**src/rtl/uart_rx_pkg.sv**
```systemverilog
// Shared constants for the AHB-Lite UART receiver: register map, STATUS layout,
// oversampling points and the receive FSM state encoding.
package uart_rx_pkg;

    localparam int OVERSAMPLE = 16;
    localparam logic [3:0] OS_MID  = 4'(OVERSAMPLE / 2 - 1);
    localparam logic [3:0] OS_LAST = 4'(OVERSAMPLE - 1);

    localparam logic [1:0] ADDR_DATA   = 2'd0;
    localparam logic [1:0] ADDR_STATUS = 2'd1;
    localparam logic [1:0] ADDR_DIV    = 2'd2;
    localparam logic [1:0] ADDR_CTRL   = 2'd3;

    localparam int ST_NOT_EMPTY = 0;
    localparam int ST_FULL      = 1;
    localparam int ST_OVERRUN   = 2;
    localparam int ST_FRAME_ERR = 3;
    localparam int ST_COUNT_LSB = 4;
    localparam int ST_COUNT_W   = 7;

    typedef enum logic [1:0] {
        RX_IDLE  = 2'd0,
        RX_START = 2'd1,
        RX_DATA  = 2'd2,
        RX_STOP  = 2'd3
    } rx_state_e;

endpackage

```
**src/rtl/uart_rx_fifo.sv**
```systemverilog
// Synchronous receive FIFO. A pop frees a slot in the same cycle, so a push
// into a full FIFO alongside a pop is accepted.
module uart_rx_fifo #(
    parameter int DEPTH = 16,
    parameter int WIDTH = 8
) (
    input  logic                     clk_i,
    input  logic                     rst_i,
    input  logic                     push_i,
    input  logic                     pop_i,
    input  logic [WIDTH-1:0]         din_i,
    output logic [WIDTH-1:0]         dout_o,
    output logic [$clog2(DEPTH):0]   count_o,
    output logic                     full_o,
    output logic                     empty_o
);
    import uart_rx_pkg::*;

    localparam int AW = $clog2(DEPTH);
    localparam logic [AW:0] FULL_CNT = DEPTH[AW:0];

    logic [WIDTH-1:0] mem_q [DEPTH];
    logic [AW-1:0]    wptr_q, rptr_q;
    logic [AW:0]      count_q;
    logic             do_push, do_pop;

    assign do_pop  = pop_i & (count_q != '0);
    assign do_push = push_i & ((count_q != FULL_CNT) | do_pop);

    always_ff @(posedge clk_i) begin
        if (rst_i) begin
            wptr_q  <= '0;
            rptr_q  <= '0;
            count_q <= '0;
        end else begin
            if (do_push) wptr_q <= wptr_q + 1'b1;
            if (do_pop)  rptr_q <= rptr_q + 1'b1;
            case ({do_push, do_pop})
                2'b10:   count_q <= count_q + 1'b1;
                2'b01:   count_q <= count_q - 1'b1;
                default: count_q <= count_q;
            endcase
        end
    end

    always_ff @(posedge clk_i) begin
        if (do_push) mem_q[wptr_q] <= din_i;
    end

    assign dout_o  = mem_q[rptr_q];
    assign count_o = count_q;
    assign full_o  = (count_q == FULL_CNT);
    assign empty_o = (count_q == '0);

endmodule

```
**src/rtl/ahbl_uart_rx.sv**
```systemverilog
// AHB-Lite UART receiver: 8N1, 16x oversampling off a programmable prescaler,
// receive FIFO with sticky overrun/frame flags and a thresholded level IRQ.
module ahbl_uart_rx #(
    parameter int FIFO_DEPTH = 16,
    parameter int DIV_W      = 16
) (
    input  logic        HCLK,
    input  logic        HRESET,
    input  logic        HSEL,
    input  logic [31:0] HADDR,
    input  logic [1:0]  HTRANS,
    input  logic [2:0]  HSIZE,
    input  logic        HWRITE,
    input  logic        HREADY,
    input  logic [31:0] HWDATA,
    output logic        HREADYOUT,
    output logic [31:0] HRDATA,
    input  logic        rx,
    output logic        IRQ
);
    import uart_rx_pkg::*;

    localparam int CW = $clog2(FIFO_DEPTH) + 1;

    logic             valid_q, wr_q;
    logic [1:0]       addr_q;
    logic [DIV_W-1:0] div_q, presc_q, presc_d;
    logic             en_q, irq_en_q, ovr_q, ferr_q;
    logic [5:0]       thresh_q;
    logic             sync1_q, sync2_q, rx_s, tick;
    rx_state_e        state_q, state_d;
    logic [3:0]       os_q, os_d;
    logic [2:0]       bit_q, bit_d;
    logic [7:0]       sh_q, sh_d;
    logic             rx_push, ferr_set, ovr_set, rd_act, wr_act, data_pop;
    logic [7:0]       fifo_dout;
    logic [CW-1:0]    fifo_count;
    logic             fifo_full, fifo_empty;
    logic             unused_bits;

    assign unused_bits = ^{HSIZE, HADDR, HTRANS[0], HWDATA};
    assign HREADYOUT   = 1'b1;
    assign rd_act      = valid_q & ~wr_q;
    assign wr_act      = valid_q & wr_q;
    assign data_pop    = rd_act & (addr_q == ADDR_DATA) & ~fifo_empty;
    assign ovr_set     = rx_push & fifo_full & ~data_pop;
    assign rx_s        = sync2_q;
    assign tick        = (presc_q == '0);
    assign presc_d     = tick ? div_q : presc_q - 1'b1;
    assign IRQ         = irq_en_q & (7'(fifo_count) > {1'b0, thresh_q});

    // Bus address phase, control registers, prescaler and synchronizer.
    always_ff @(posedge HCLK) begin
        if (HRESET) begin
            valid_q  <= 1'b0;
            wr_q     <= 1'b0;
            addr_q   <= '0;
            div_q    <= '0;
            presc_q  <= '0;
            en_q     <= 1'b0;
            irq_en_q <= 1'b0;
            thresh_q <= '0;
            ovr_q    <= 1'b0;
            ferr_q   <= 1'b0;
            sync1_q  <= 1'b1;
            sync2_q  <= 1'b1;
        end else begin
            valid_q <= HSEL & HREADY & HTRANS[1];
            if (HSEL & HREADY & HTRANS[1]) begin
                wr_q   <= HWRITE;
                addr_q <= HADDR[3:2];
            end
            presc_q <= presc_d;
            sync1_q <= rx;
            sync2_q <= sync1_q;
            if (wr_act && addr_q == ADDR_DIV) div_q <= HWDATA[DIV_W-1:0];
            if (wr_act && addr_q == ADDR_CTRL) begin
                en_q     <= HWDATA[0];
                irq_en_q <= HWDATA[1];
                thresh_q <= HWDATA[9:4];
            end
            // A new error in the same cycle as a clear wins, so it is not lost.
            if (wr_act && addr_q == ADDR_STATUS && HWDATA[ST_OVERRUN])   ovr_q  <= 1'b0;
            if (wr_act && addr_q == ADDR_STATUS && HWDATA[ST_FRAME_ERR]) ferr_q <= 1'b0;
            if (ovr_set)  ovr_q  <= 1'b1;
            if (ferr_set) ferr_q <= 1'b1;
        end
    end

    always_ff @(posedge HCLK) begin
        if (HRESET) begin
            state_q <= RX_IDLE;
            os_q    <= '0;
            bit_q   <= '0;
            sh_q    <= '0;
        end else begin
            state_q <= state_d;
            os_q    <= os_d;
            bit_q   <= bit_d;
            sh_q    <= sh_d;
        end
    end

    always_comb begin
        state_d = state_q;
        if (!en_q) begin
            state_d = RX_IDLE;
        end else begin
            case (state_q)
                RX_IDLE:  if (!rx_s) state_d = RX_START;
                RX_START: if (tick && os_q == OS_MID) state_d = rx_s ? RX_IDLE : RX_DATA;
                RX_DATA:  if (tick && os_q == OS_LAST && bit_q == 3'd7) state_d = RX_STOP;
                RX_STOP:  if (tick && os_q == OS_LAST) state_d = RX_IDLE;
                default:  state_d = RX_IDLE;
            endcase
        end
    end

    // The 4-bit oversample counter wraps 15->0 on its own between data samples.
    always_comb begin
        os_d     = os_q;
        bit_d    = bit_q;
        sh_d     = sh_q;
        rx_push  = 1'b0;
        ferr_set = 1'b0;
        case (state_q)
            RX_IDLE: begin
                os_d  = '0;
                bit_d = '0;
            end
            RX_START: if (tick) os_d = (os_q == OS_MID) ? 4'd0 : os_q + 4'd1;
            RX_DATA: if (tick) begin
                os_d = os_q + 4'd1;
                if (os_q == OS_LAST) begin
                    sh_d  = {rx_s, sh_q[7:1]};
                    bit_d = bit_q + 3'd1;
                end
            end
            RX_STOP: if (tick) begin
                os_d = os_q + 4'd1;
                if (os_q == OS_LAST) begin
                    rx_push  = en_q & rx_s;
                    ferr_set = en_q & ~rx_s;
                end
            end
            default: os_d = '0;
        endcase
    end

    always_comb begin
        HRDATA = '0;
        if (rd_act) begin
            case (addr_q)
                ADDR_DATA:   HRDATA[7:0] = fifo_empty ? 8'h00 : fifo_dout;
                ADDR_STATUS: begin
                    HRDATA[ST_NOT_EMPTY] = ~fifo_empty;
                    HRDATA[ST_FULL]      = fifo_full;
                    HRDATA[ST_OVERRUN]   = ovr_q;
                    HRDATA[ST_FRAME_ERR] = ferr_q;
                    HRDATA[ST_COUNT_LSB +: ST_COUNT_W] = 7'(fifo_count);
                end
                ADDR_DIV:    HRDATA[DIV_W-1:0] = div_q;
                default: begin
                    HRDATA[0]   = en_q;
                    HRDATA[1]   = irq_en_q;
                    HRDATA[9:4] = thresh_q;
                end
            endcase
        end
    end

    uart_rx_fifo #(.DEPTH(FIFO_DEPTH), .WIDTH(8)) u_fifo (
        .clk_i   (HCLK),
        .rst_i   (HRESET),
        .push_i  (rx_push),
        .pop_i   (data_pop),
        .din_i   (sh_q),
        .dout_o  (fifo_dout),
        .count_o (fifo_count),
        .full_o  (fifo_full),
        .empty_o (fifo_empty)
    );

endmodule

```
**config.mk**
```make
export PLATFORM = sky130hd
export DESIGN_NAME = ahbl_uart_rx
export DESIGN_NICKNAME = d
export VERILOG_FILES = /design/src/rtl/uart_rx_pkg.sv /design/src/rtl/uart_rx_fifo.sv /design/src/rtl/ahbl_uart_rx.sv
export SDC_FILE = /design/constraint.sdc
export NUM_CORES = 1
export LEC_CHECK = 0
export BUFFER_PORTS_ARGS = -buffer_cell sky130_fd_sc_hd__buf_2
export CAP_MARGIN = 20
export CORE_AREA = 3 3 150 152
export DETAILED_ROUTE_END_ITERATION = 7
export DIE_AREA = 0 0 153 155
export PLACE_DENSITY = 0.65
export SETUP_SLACK_MARGIN = 0.1
export SLEW_MARGIN = 20
export SYNTH_ARGS = -nofsm -noshare
export SYNTH_HDL_FRONTEND = slang
export SYNTH_SLANG_ARGS = --single-unit
```
**constraint.sdc**
```tcl
create_clock -name HCLK -period 6.92 [get_ports HCLK]
set_clock_uncertainty 0.1 [all_clocks]
set_input_delay 1.384 -clock HCLK [delete_from_list [all_inputs] [get_ports HCLK]]
set_output_delay 1.384 -clock HCLK [all_outputs]
set_load 0.01 [all_outputs]
```
# Word level (Yosys, flattened, before mapping)
# Memory sizes are Yosys's and may differ from the RTL's. A register that Yosys moved wholly into a read port is not among the register bits.
# Index checks and enable logic that the tools add are counted.
[word_totals] reg_bits=78 ram_bits=128 input_bits=75 out_inout_bits=34 word_cells=128 n_memories=1
[mem_list] name="u_fifo.mem_q" words=16 word_bits=8 read_ports=1 rd_clocked_by_memory_dff=1 write_ports=1 line_no="uart_rx_fifo.sv:22" source="logic [WIDTH-1:0] mem_q [DEPTH];"
[op_classes] add_sub_neg=7 order_cmp=1 eq_ne=21 muxes=37 bitwise=19 n_reduce_logical=23
[op_table] op="$mux W16" n=2
[op_table] op="$pmux W4 S3" n=2
[op_table] op="$mux W4" n=5
[op_table] op="$pmux W2 S3" n=3
[op_table] op="$logic_not A16 Y1" n=1
[op_table] op="$sub A16 B1 Y16 const B" n=1
[op_table] op="$ne A2 B2 Y1 const B" n=7
[op_table] op="$and A1 B1 Y1" n=13
[op_table] op="$mux W1" n=13
[op_table] op="$add A4 B1 Y4 const B" n=3
[op_table] op="$eq A2 B2 Y1 const B" n=5
[op_table] op="$mux W2" n=5
[op_table] op="$pmux W5 S2" n=1
[op_table] op="$logic_and A1 B1 Y1" n=8
[op_table] op="$mux W8" n=1
[op_table] op="$pmux W2 S4" n=1
[op_table] op="$reduce_bool A2 Y1" n=4
[op_table] op="$eq A2 B1 Y1 const B" n=3
[op_table] op="$gt A5 B6 Y1" n=1
[op_table] op="$mux W3" n=2
[op_table] op="$pmux W3 S2" n=1
[op_table] op="$reduce_and A3 Y1" n=2
[op_table] op="$add A5 B1 Y5 const B" n=1
[op_table] op="$eq A5 B5 Y1 const B" n=1
[op_table] op="16 further kinds" n=22

# Logic depth before layout (Yosys ltp)
[depth] depth_word=9 depth_mapped=17 mapped_depth_nobuf=13

# Cells and area by module
# Synthesis repeated with hierarchy kept, for this count alone.
[hier_totals] cells_unflattened=750 area_unflattened_um2=9242.6
[by_module_without_submodules] mod="uart_rx_fifo" n_inst=1 cells_each=320 area_each_um2=5844.4 seq_area_each_um2=4184.0
[by_module_without_submodules] mod="ahbl_uart_rx" n_inst=1 cells_each=430 area_each_um2=3398.3 seq_area_each_um2=1301.2

# Worst setup path before layout
# OpenSTA, ideal clock, no wires.
[synth_path] kind="reg2reg" start="register presc_q[0]" end="register u_fifo.count_q[4], in the netlist u_fifo.count_o[4]" setup_time_ns=0.121 arrival_ns=3.715 required_ns=6.699 path_slack_ns=2.984 path_stages_with_launch=18 n_path_buf=4 synth_period_minus_slack_ns=3.936 cell_sequence="dfxtp_1 inv_1 ha_1 or3b_1 buf_6 or4_4 buf_6 nor3_2 buf_2 inv_1 ha_1 clkbuf_1 xor2_1 ha_1 o21a_1 o21a_1 o32ai_1 mux2_2"
[synth_via] elab_chain_cells=6 word_cells_on_any_way=8 cone_classes="eq/ne (2); mux (3); bitwise (1); reduce/logical (2)"
[synth_lines] element="from (decl)" line_no="ahbl_uart_rx.sv:27" source="logic [DIV_W-1:0] div_q, presc_q, presc_d;"
[synth_lines] element="from (signal assigned)" line_no="ahbl_uart_rx.sv:73" source="presc_q <= presc_d;"
[synth_lines] element="$logic_not A16 Y1 (*)" line_no="ahbl_uart_rx.sv:48" source="assign tick = (presc_q == '0);"
[synth_lines] element="$mux W1 (*)" line_no="ahbl_uart_rx.sv:139" source="RX_STOP: if (tick) begin"
[synth_lines] element="$mux W1 (*)" line_no="ahbl_uart_rx.sv:126" source="case (state_q)"
[synth_lines] element="$and A1 B1 Y1 (*)" line_no="uart_rx_fifo.sv:28" source="assign do_push = push_i & ((count_q != FULL_CNT) | do_pop);"
[synth_lines] element="$eq A2 B1 Y1 or $eq A2 B2 Y1 (tied branches)" line_no="uart_rx_fifo.sv:38" source="case ({do_push, do_pop})"
[synth_lines] element="$pmux W5 S2 or $reduce_bool A2 Y1 (tied branches)"
[synth_lines] element="to (signal assigned)" line_no="uart_rx_fifo.sv:39" source="2'b10: count_q <= count_q + 1'b1;"
[synth_lines] element="to (signal assigned)" line_no="uart_rx_fifo.sv:40" source="2'b01: count_q <= count_q - 1'b1;"
[synth_lines] element="to (signal assigned)" line_no="uart_rx_fifo.sv:41" source="default: count_q <= count_q;"
[synth_lines] element="to (decl)" line_no="uart_rx_fifo.sv:24" source="logic [AW:0] count_q;"
# Mark *: on every way between the ends. The rest lies on a longest branch, timed or not.
# A chain may end at the register's enable or synchronous reset.

# Final worst setup path
# Ends and elaborated chain as after synthesis.

==> metrics.yaml <==
p_clk_frac: 0.419
yosysSeqAreaShare: 0.579
grt_overflow: 0
period_minus_slack_ns: 4.63
multiInputGateArea_um2: 3630
post-route-drc-count: 0
sequentialPowerShare: 0.468
setup_viol: 0
gp_routability_congestion: 0.813
synth_top_area_frac: 0.406
nFillCells: 1878
drt_iter0_drc: 482
synth_edf_count: 128
htreeDepth: 1
cts_buffers: 23
ios: 109
ir_drop_mv: 0.145
reg2reg_depth: 13
rows: 53
critPathCaptureType: "flop"
drt_wl_total_um: 21300
grt_pass1_wl_um: 33100
synth-seq-cells: 210
synth-main-ff-cell: "edfxtp_1"
die_x_um: 153
viasPerCell: 5.57
clk_pin_slew_ns: 0.06
post_dp_cell_area_um2: 9760
period_share: 0.670
yosys-top-cells-area: "edfxtp_1, dfxtp_1, mux2i_1"
grt_pass1_vias: 5917
wl_per_cell_um: 19.2
finalSetupTns_ns: 0
postCtsSetupBuffers: 0
start_util: 0.448
drv_cap: 0
synth_top_area_cell: "edfxtp_1"
place_ws_ns: 2.31
pwr_density_cell_nw_per_um2: 279
p_comb_frac: 0.113
fin_area_um2: 10500
die_y_um: 155
r2r_slack_ns: 2.29
synth_cell_types: 62
yosysWarningCount: 0
crit_arrival_ns: 4.92
firstDrtPassIters: 5
worstPathMaxFanout: 35
hold_violations: 0
final_core_util: 0.498
synth_area_um2: 9470
grt_max_degree: 87
endpoint: "u_fifo.count_o[4]"
syn-instance-count: 804
rsz0062_at_grt: "false"
dr_total_vias: 6176
power.switching_mw: 0.713
core_um2: 21200
drive_gt1_frac: 0.144
worst_slack_ns: 2.29
postSynthAreaPerCell_um2: 11.8
p_leak_nw: 3.36
fin_cells: 1108
cp-start-kind: "flop"
min_path_type: "flop to flop"
cts_tree: "done"
cp-startpoint: "presc_q[0]"
seq_area_um2: 5490
worst_slew_pin_slew_ns: 0.909
r2r-start: "presc_q[0]"
slew_viol_final: 0
root_buffer: "clkbuf_16"
crit_required_ns: 7.21
status: "finished, final reports clean"
p_sw_frac: 0.242
dp_hpwl_um: 14000
fin_nets: 910
grt.total_usage: 0.176
clk_path_buf_depth: 3
critPathKind: "flop to flop"
dieArea_um2: 23700
async_flop_share: 0
cts_resized: 0
p_int_mw: 2.23
cts.sinks: 210
grt_antenna_before_repair: 0
reg2reg_to: "u_fifo.count_o[4]"
numPortBuffers: 41
ant_nets: 0
slew_headroom: 0.394
clock_latency_ns: 0.50
max_freq_ghz: 0.216
area_growth_pct: 11.3
placedCellCount: 1067
cts-hold-fix-buffers: 0
antenna_cells: 0
==> routing by layer <==
layer | track usage | part of all wire
met5 | 0 | 0
met4 | 0.0492 | 0.021
met3 | 0.0181 | 0.055
met2 | 0.285 | 0.47
met1 | 0.255 | 0.45
==> worst min path at each step <==
stage | slack [ns] | startpoint | end | cells after the start
after floorplan | 0.29 | sync1_q | rx_s | 1
after global placement | 0.29 | sync1_q | rx_s | 1
after detailed placement | 0.30 | sync1_q | rx_s | 1
after CTS | 0.31 | sync1_q | rx_s | 1
after global routing | 0.33 | sync1_q | rx_s | 1
final | 0.31 | sync1_q | rx_s | 1
==> kinds of logic (layout without fill, tap and decap cells) <==
logic type,after synthesis,count (layout),share of synthesized area
XOR/XNOR,15,15,0.0139
AND/OR/NAND/NOR,264,264,0.147
adder cells (fa/ha/maj),18,18,0.0238
AO/OA/AOI/OAI,136,136,0.0967
buffers and inverters,89,103,0.0441
other,2,17,0.000793
multiplexers,70,70,0.0945
flip-flops,210,210,0.579
==> power groups by stage <==
stage	combinational, mW	sequential (mW)	clock [mW]
after floorplan	0.292	1.39	0
after detailed placement	0.332	1.40	0
final	0.332	1.38	1.23
after global routing	0.371	1.38	1.31
after CTS	0.333	1.38	1.25
after global placement	0.327	1.40	0
==> cell usage after synthesis (4+ instances only) <==
library cell,count
buf_1,7
clkbuf_1,43
a221oi_1,5
nand2_1,67
mux2i_1,41
o31ai_1,5
a211o_1,6
or3_1,8
ha_1,18
xnor2_1,7
edfxtp_1,128
nor2b_1,19
xor2_1,8
nor3_1,31
and4_1,5
or2_2,4
and3_1,25
a21oi_1,45
a22oi_1,4
o2bb2ai_1,7
buf_2,4
inv_1,16
o211ai_1,8
mux4_2,14
a211oi_1,12
dfxtp_1,82
nand3_1,9
nand2b_1,13
buf_4,17
a22o_1,5
o21ai_0,14
a31oi_1,4
nor4_1,15
nand4_1,11
nor2_1,37
mux2_2,15
or4_1,7
==> per-stage QoR <==
step                      power [mW]  hold slack (ns)
after global placement          1.73            0.292
after floorplan                 1.68            0.289
final                           2.94            0.311
after CTS                       2.96            0.311
after detailed placement        1.73            0.299
after global routing            3.06            0.328
==> registers in the layout (all words and copies together) (netlist names), 2 cells and up, named ones only <==
signal,flops
u_fifo.mem_q,128
u_fifo.wptr_q,4
sh_q,8
div_q,16
u_fifo.count_o,5
os_q,4
presc_q,16
thresh_q,6
addr_q,2
u_fifo.rptr_q,4
bit_q,3
==> critical path, stage by stage, from the launching register on <==
cell	delay (ns)
dfxtp_1	0.33
inv_1	0.06
ha_1	0.16
or3b_1	0.51
or4_4	0.79
nor3_2	0.69
inv_1	0.26
ha_1	0.37
xor2_1	0.18
ha_1	0.23
o21a_1	0.17
o21a_1	0.16
o32ai_1	0.13
mux2_2	0.36
==> final cells by class <==
class | instances | area share
Clock buffer | 30 | 0.0609
Timing Repair Buffer | 46 | 0.0230
Tap cell | 275 | 0.0326
Clock inverter | 11 | 0.0127
Multi-Input combinational cell | 520 | 0.344
Sequential cell | 210 | 0.521
Inverter | 16 | 0.00570
==> layout by cell type (no fill, tap or decap), types with 11 or more instances in the layout <==
cell	instances
inv_1	16
ha_1	18
edfxtp_1	128
mux2i_1	41
buf_2	41
nand4_1	11
conb_1	17
a211oi_1	12
mux4_2	14
o21ai_0	14
nor2b_1	19
clkbuf_16	23
mux2_2	15
nand2_1	67
a21oi_1	45
dfxtp_1	81
nor3_1	31
nor4_1	14
nand2b_1	13
nor2_1	37
and3_1	25
(Power assumes the default switching activity.)
